$ cat src/rtl/regfile_trace_monitor.sv
// Shadows core register-file writes and queues filtered writes into a show-ahead trace FIFO.
// Optional per-entry timestamps are enabled with the macro __TRACE_TIMESTAMP_EN.
module regfile_trace_monitor #(
  parameter  int XLEN  = 32,
  parameter  int NREGS = 32,
  parameter  int DEPTH = 16,
  parameter  int TSW   = 16,
  localparam int AW    = $clog2(NREGS),
  localparam int LW    = $clog2(DEPTH) + 1
) (
  input  logic             CLK,
  input  logic             RES,
  input  logic             EN,
  input  logic             FLUSH,
  input  logic             WE,
  input  logic [AW-1:0]    WADDR,
  input  logic [XLEN-1:0]  WDATA,
  input  logic [NREGS-1:0] MASK,
  input  logic [AW-1:0]    RD_IDX,
  output logic [XLEN-1:0]  RD_DATA,
  output logic             T_VALID,
  input  logic             T_READY,
  output logic [AW-1:0]    T_ADDR,
  output logic [XLEN-1:0]  T_DATA,
  output logic [TSW-1:0]   T_TIME,
  output logic [LW-1:0]    LEVEL,
  output logic             OVF,
  output logic [15:0]      DROPS
);

  localparam int PW = LW - 1;

  logic [XLEN-1:0] shadow_q [NREGS];
  logic [XLEN-1:0] shadow_d [NREGS];
  logic [XLEN-1:0] rd_data_q, rd_data_d;

  logic [AW-1:0]   mem_addr_q [DEPTH];
  logic [AW-1:0]   mem_addr_d [DEPTH];
  logic [XLEN-1:0] mem_data_q [DEPTH];
  logic [XLEN-1:0] mem_data_d [DEPTH];

  logic [PW-1:0]   wr_ptr_q, wr_ptr_d;
  logic [PW-1:0]   rd_ptr_q, rd_ptr_d;
  logic [LW-1:0]   level_q, level_d;
  logic            ovf_q, ovf_d;
  logic [15:0]     drops_q, drops_d;

  logic wr_hit, push_req, t_valid, full, pop, push, drop;

  assign wr_hit   = WE && (WADDR != '0);
  assign push_req = EN && wr_hit && MASK[WADDR] && !FLUSH;
  assign t_valid  = (level_q != '0);
  assign full     = (level_q == LW'(DEPTH));
  assign pop      = t_valid && T_READY;
  // A full FIFO still accepts a push when the head leaves in the same cycle.
  assign push     = push_req && (!full || pop);
  assign drop     = push_req && full && !pop;

  always_comb begin
    shadow_d = shadow_q;
    if (wr_hit) shadow_d[WADDR] = WDATA;
    rd_data_d = (wr_hit && (WADDR == RD_IDX)) ? WDATA : shadow_q[RD_IDX];

    mem_addr_d = mem_addr_q;
    mem_data_d = mem_data_q;
    if (push) begin
      mem_addr_d[wr_ptr_q] = WADDR;
      mem_data_d[wr_ptr_q] = WDATA;
    end

    wr_ptr_d = wr_ptr_q + PW'(push);
    rd_ptr_d = rd_ptr_q + PW'(pop);
    level_d  = level_q;
    case ({push, pop})
      2'b10:   level_d = level_q + LW'(1);
      2'b01:   level_d = level_q - LW'(1);
      default: level_d = level_q;
    endcase
    ovf_d   = ovf_q | drop;
    drops_d = (drop && (drops_q != 16'hFFFF)) ? drops_q + 16'd1 : drops_q;

    if (FLUSH) begin
      wr_ptr_d = '0;
      rd_ptr_d = '0;
      level_d  = '0;
      ovf_d    = 1'b0;
      drops_d  = '0;
    end
  end

  always_ff @(posedge CLK) begin
    if (!RES) begin
      for (int i = 0; i < NREGS; i++) shadow_q[i] <= '0;
      rd_data_q <= '0;
      wr_ptr_q  <= '0;
      rd_ptr_q  <= '0;
      level_q   <= '0;
      ovf_q     <= 1'b0;
      drops_q   <= '0;
    end else begin
      shadow_q  <= shadow_d;
      rd_data_q <= rd_data_d;
      wr_ptr_q  <= wr_ptr_d;
      rd_ptr_q  <= rd_ptr_d;
      level_q   <= level_d;
      ovf_q     <= ovf_d;
      drops_q   <= drops_d;
    end
  end

  // Entry storage needs no reset: nothing is visible unless the level says so.
  always_ff @(posedge CLK) begin
    mem_addr_q <= mem_addr_d;
    mem_data_q <= mem_data_d;
  end

`ifdef __TRACE_TIMESTAMP_EN
  logic [TSW-1:0] ts_q, ts_d;
  logic [TSW-1:0] mem_time_q [DEPTH];
  logic [TSW-1:0] mem_time_d [DEPTH];

  always_comb begin
    ts_d       = ts_q + TSW'(1);
    mem_time_d = mem_time_q;
    if (push) mem_time_d[wr_ptr_q] = ts_q;
  end

  always_ff @(posedge CLK) begin
    if (!RES) ts_q <= '0;
    else      ts_q <= ts_d;
  end

  always_ff @(posedge CLK) begin
    mem_time_q <= mem_time_d;
  end

  assign T_TIME = t_valid ? mem_time_q[rd_ptr_q] : '0;
`else
  assign T_TIME = '0;
`endif

  assign RD_DATA = rd_data_q;
  assign T_VALID = t_valid;
  assign T_ADDR  = t_valid ? mem_addr_q[rd_ptr_q] : '0;
  assign T_DATA  = t_valid ? mem_data_q[rd_ptr_q] : '0;
  assign LEVEL   = level_q;
  assign OVF     = ovf_q;
  assign DROPS   = drops_q;

endmodule

$ cat config.mk
export PLATFORM = sky130hd
export DESIGN_NAME = regfile_trace_monitor
export DESIGN_NICKNAME = d
export VERILOG_FILES = /design/src/rtl/regfile_trace_monitor.sv
export SDC_FILE = /design/constraint.sdc
export NUM_CORES = 2
export LEC_CHECK = 0
export CAP_MARGIN = 40
export CORE_MARGIN = 1
export CORE_UTILIZATION = 40
export DETAILED_ROUTE_END_ITERATION = 16
export SLEW_MARGIN = 15
export SYNTH_ARGS = -nofsm -noshare
export SYNTH_HDL_FRONTEND = slang
export SYNTH_SLANG_ARGS = --single-unit
$ cat constraint.sdc
create_clock -name CLK -period 10.3 [get_ports CLK]
set_input_delay 2.575 -clock CLK [delete_from_list [all_inputs] [get_ports CLK]]
set_output_delay 2.575 -clock CLK [all_outputs]
set_load 0.1 [all_outputs]
==> impl_metrics.py <==
metrics = {
    "power": {
        "power_uw": 13600,
        "swShare": 0.227,
        "power_frac_seq": 0.506,
        "power_frac_clock": 0.445,
        "pwr_density_cell_nw_per_um2": 166,
        "p_comb_frac": 0.049,
        "internal_power_uw": 10500,
        "p_switching_uw": 3100,
        "power_leakage_uw": 0.0257,
        "peakVddDrop_uv": 178,
    },
    "setup_path": {
        "required_ns": 7.73,
        "cp-start-kind": "register",
        "cp-end-kind": "primary output",
        "ff2ff_setup_slack_ns": 7.11,
        "crit_fanout": 34,
        "crit_type": "reg2out",
        "arrival_ns": 4.09,
    },
    "clocking": {
        "postCtsHoldBufs": 0,
        "tritoncts": "yes",
        "postCtsSetupRepairBufs": 0,
        "cts_made_buffers": 170,
        "clkSinkCount": 1678,
        "cts_buffer_depth": 3,
        "cts_resized": 0,
        "root_buffer": "clkbuf_16",
        "path_clk_slew_ns": 0.06,
        "cts-htree-levels": 4,
        "clk_latency_ns": 0.80,
    },
    "floorplanning": {
        "std_cell_rows": 154,
        "ioPinCount": 188,
        "die_area_um2": 179000,
        "start_util": 0.402,
        "die_y_um": 423,
        "die_w_um": 423,
        "core_um2": 176000,
    },
    "logic_synthesis": {
        "async_flop_share": 0,
        "ys_top_cells_by_count": "nand2_1, dfxtp_1, a21boi_0",
        "synth_cell_types": 51,
        "synth_area_um2": 70900,
        "syn_inst": 6176,
        "synth_edf_count": 592,
        "yosys_register_bits": 1678,
        "avgSynthCellArea_um2": 11.5,
        "netlist.top_cell.by_area": "dfxtp_1",
        "yosys-top-cells-area": "dfxtp_1, edfxtp_1, mux4_2, nand2_1, a21boi_0",
        "seq_area_frac_synth": 0.558,
        "synth.most_common_cell": "nand2_1",
        "synth_top_area_frac": 0.307,
        "synth_ff_type": "dfxtp_1",
        "synth_warnings": 0,
    },
    "global_routing": {
        "grt_max_degree": 262,
        "grt.total_usage": 0.224,
        "grt_pass1_vias": 46760,
        "grt_pass1_wl_um": 303000,
        "overflow": 0,
        "antenna_found_initial": 4,
    },
    "routing": {
        "wl_met2_um": 103000,
        "vias": 47407,
        "wl_met1_um": 82000,
        "wl_met3_um": 11600,
        "drt-pass1-iter-count": 6,
        "highest_layer": "met5",
        "routedWlPerCell_um": 23.3,
        "ant_nets": 0,
        "finalWirelength_um": 202000,
        "first_iter_violations": 4107,
        "drcViolationCount": 0,
        "vias_per_cell": 5.46,
    },
    "sta": {
        "final-hold-violation-count": 0,
        "drv_slew": 0,
        "setup_slack_ns": 3.63,
        "relSlewSlack": 0.300,
        "rsz0062_at_grt": "false",
        "fin_worst_skew_ns": 0.0210,
        "setup_violations": 0,
        "min_period_ns": 6.67,
        "fin_setup_tns_ns": 0,
        "max_clock_freq_mhz": 150,
        "worstMarginPinSlew_ns": 1.05,
        "fin_crit_sh": 0.647,
    },
    "place": {
        "io_buffers": 171,
        "gp_congestion": 0.809,
        "hpwlAfterDp_um": 112000,
        "place_ws_ns": 3.55,
        "placedCellCount": 8374,
    },
    "status": {
        "outcome": "finished clean",
    },
    "hold_path": {
        "hp-class": "reg2reg",
    },
    "cells_and_area": {
        "drive_above_1_share": 0.176,
        "nets": 6300,
        "final_cells": 8689,
        "syn2layout_area_growth_pct": 15.9,
    },
    "job": {
        "drv_cap": 0,
    },
}
==> layout make-up <==
cell class / instances / area (µm²)
Antenna cell: 1 / 2.50
Tap cell: 2340 / 2930
Inverter: 7 / 26.3
Fill cell: 15563 / 94000
Multi-Input combinational cell: 3937 / 29500
Timing Repair Buffer: 418 / 4730
Sequential cell: 1678 / 39500
Clock inverter: 71 / 657
Clock buffer: 237 / 4770
==> worst max-delay path: stages, from the launching register on <==
cell	delay, ns
dfxtp_4	0.46
buf_16	0.27
buf_4	0.52
mux4_2	0.59
mux4_2	0.46
nor2b_1	0.21
clkdlybuf4s50_1	0.52
buf_8	0.19
==> power groups by stage <==
stage | clock [µW] | sequential (µW) | combinational [µW]
2_1_floorplan | 0 | 7060 | 398
3_3_place_gp | 0 | 7040 | 625
3_5_place_dp | 0 | 7040 | 663
4_1_cts | 6170 | 6900 | 664
5_1_grt | 6420 | 6900 | 705
6_report | 6060 | 6900 | 668
==> path summary, 6_finish.rpt <==
kind                  start              to  cells after the start
min          shadow_q[1012]  shadow_q[1012]                      1
max             rd_ptr_q[0]      T_DATA[17]                      7
max reg2reg        LEVEL[0]        LEVEL[4]                     13
min reg2reg  shadow_q[1012]  shadow_q[1012]                      1
==> cells in the final DEF, fill, tap and decap left out, types with 10 or more instances in the layout <==
cell / count
nand3_1: 17
buf_2: 36
or4_1: 13
buf_4: 119
o31ai_1: 14
clkbuf_1: 44
mux2i_1: 41
clkinv_1: 12
nor3_2: 10
a21oi_1: 50
buf_8: 89
nand2_2: 13
mux4_2: 509
nor2b_1: 40
buf_16: 21
nand2_1: 2015
nor2_1: 14
and2_1: 38
edfxtp_1: 592
clkbuf_8: 20
nor2_4: 34
clkdlybuf4s50_1: 130
clkbuf_16: 173
clkinv_2: 33
o21ai_0: 34
conb_1: 16
dfxtp_1: 1082
buf_12: 21
a21boi_0: 992
==> logic make-up (layout without fill, tap and decap cells) <==
family | after synthesis | after routing | synth area share
adders and majority gates | 8 | 8 | 0.00141
DFF | 1678 | 1678 | 0.558
muxes | 550 | 550 | 0.168
AOI/OAI and AO/OA | 1105 | 1105 | 0.114
other | 1 | 17 | 0.0000529
buffers and inverters | 576 | 733 | 0.0324
xor gates and xnor gates | 15 | 15 | 0.00185
and+or+nand+nor | 2243 | 2243 | 0.125
==> metal layers <==
layer / vias up / global-route usage
li1: 21697 / -
met1: 23868 / 0.285
met2: 1512 / 0.391
met3: 326 / 0.0315
met4: 4 / 0.0702
met5: - / 0
==> flip-flops by register name, summed over array words and instances (netlist names) <==
register and cells:
DROPS 16, LEVEL 5, OVF 1, RD_DATA 32
mem_addr_q 80, mem_data_q 512, rd_ptr_q 4, shadow_q 1024
wr_ptr_q 4
==> per-stage QoR <==
| step | instance area (µm²) | utilization | hold WS (ns) |
|---|---|---|---|
| after global placement | 74500 | 0.423 | 0.437 |
| after detailed placement | 76600 | 0.435 | 0.439 |
| after global routing | 82100 | 0.466 | 0.469 |
| after floorplan | 70900 | - | 0.425 |
| final | 82100 | 0.466 | 0.454 |
| after CTS | 82000 | 0.466 | 0.456 |
(Power assumes the default switching activity.)
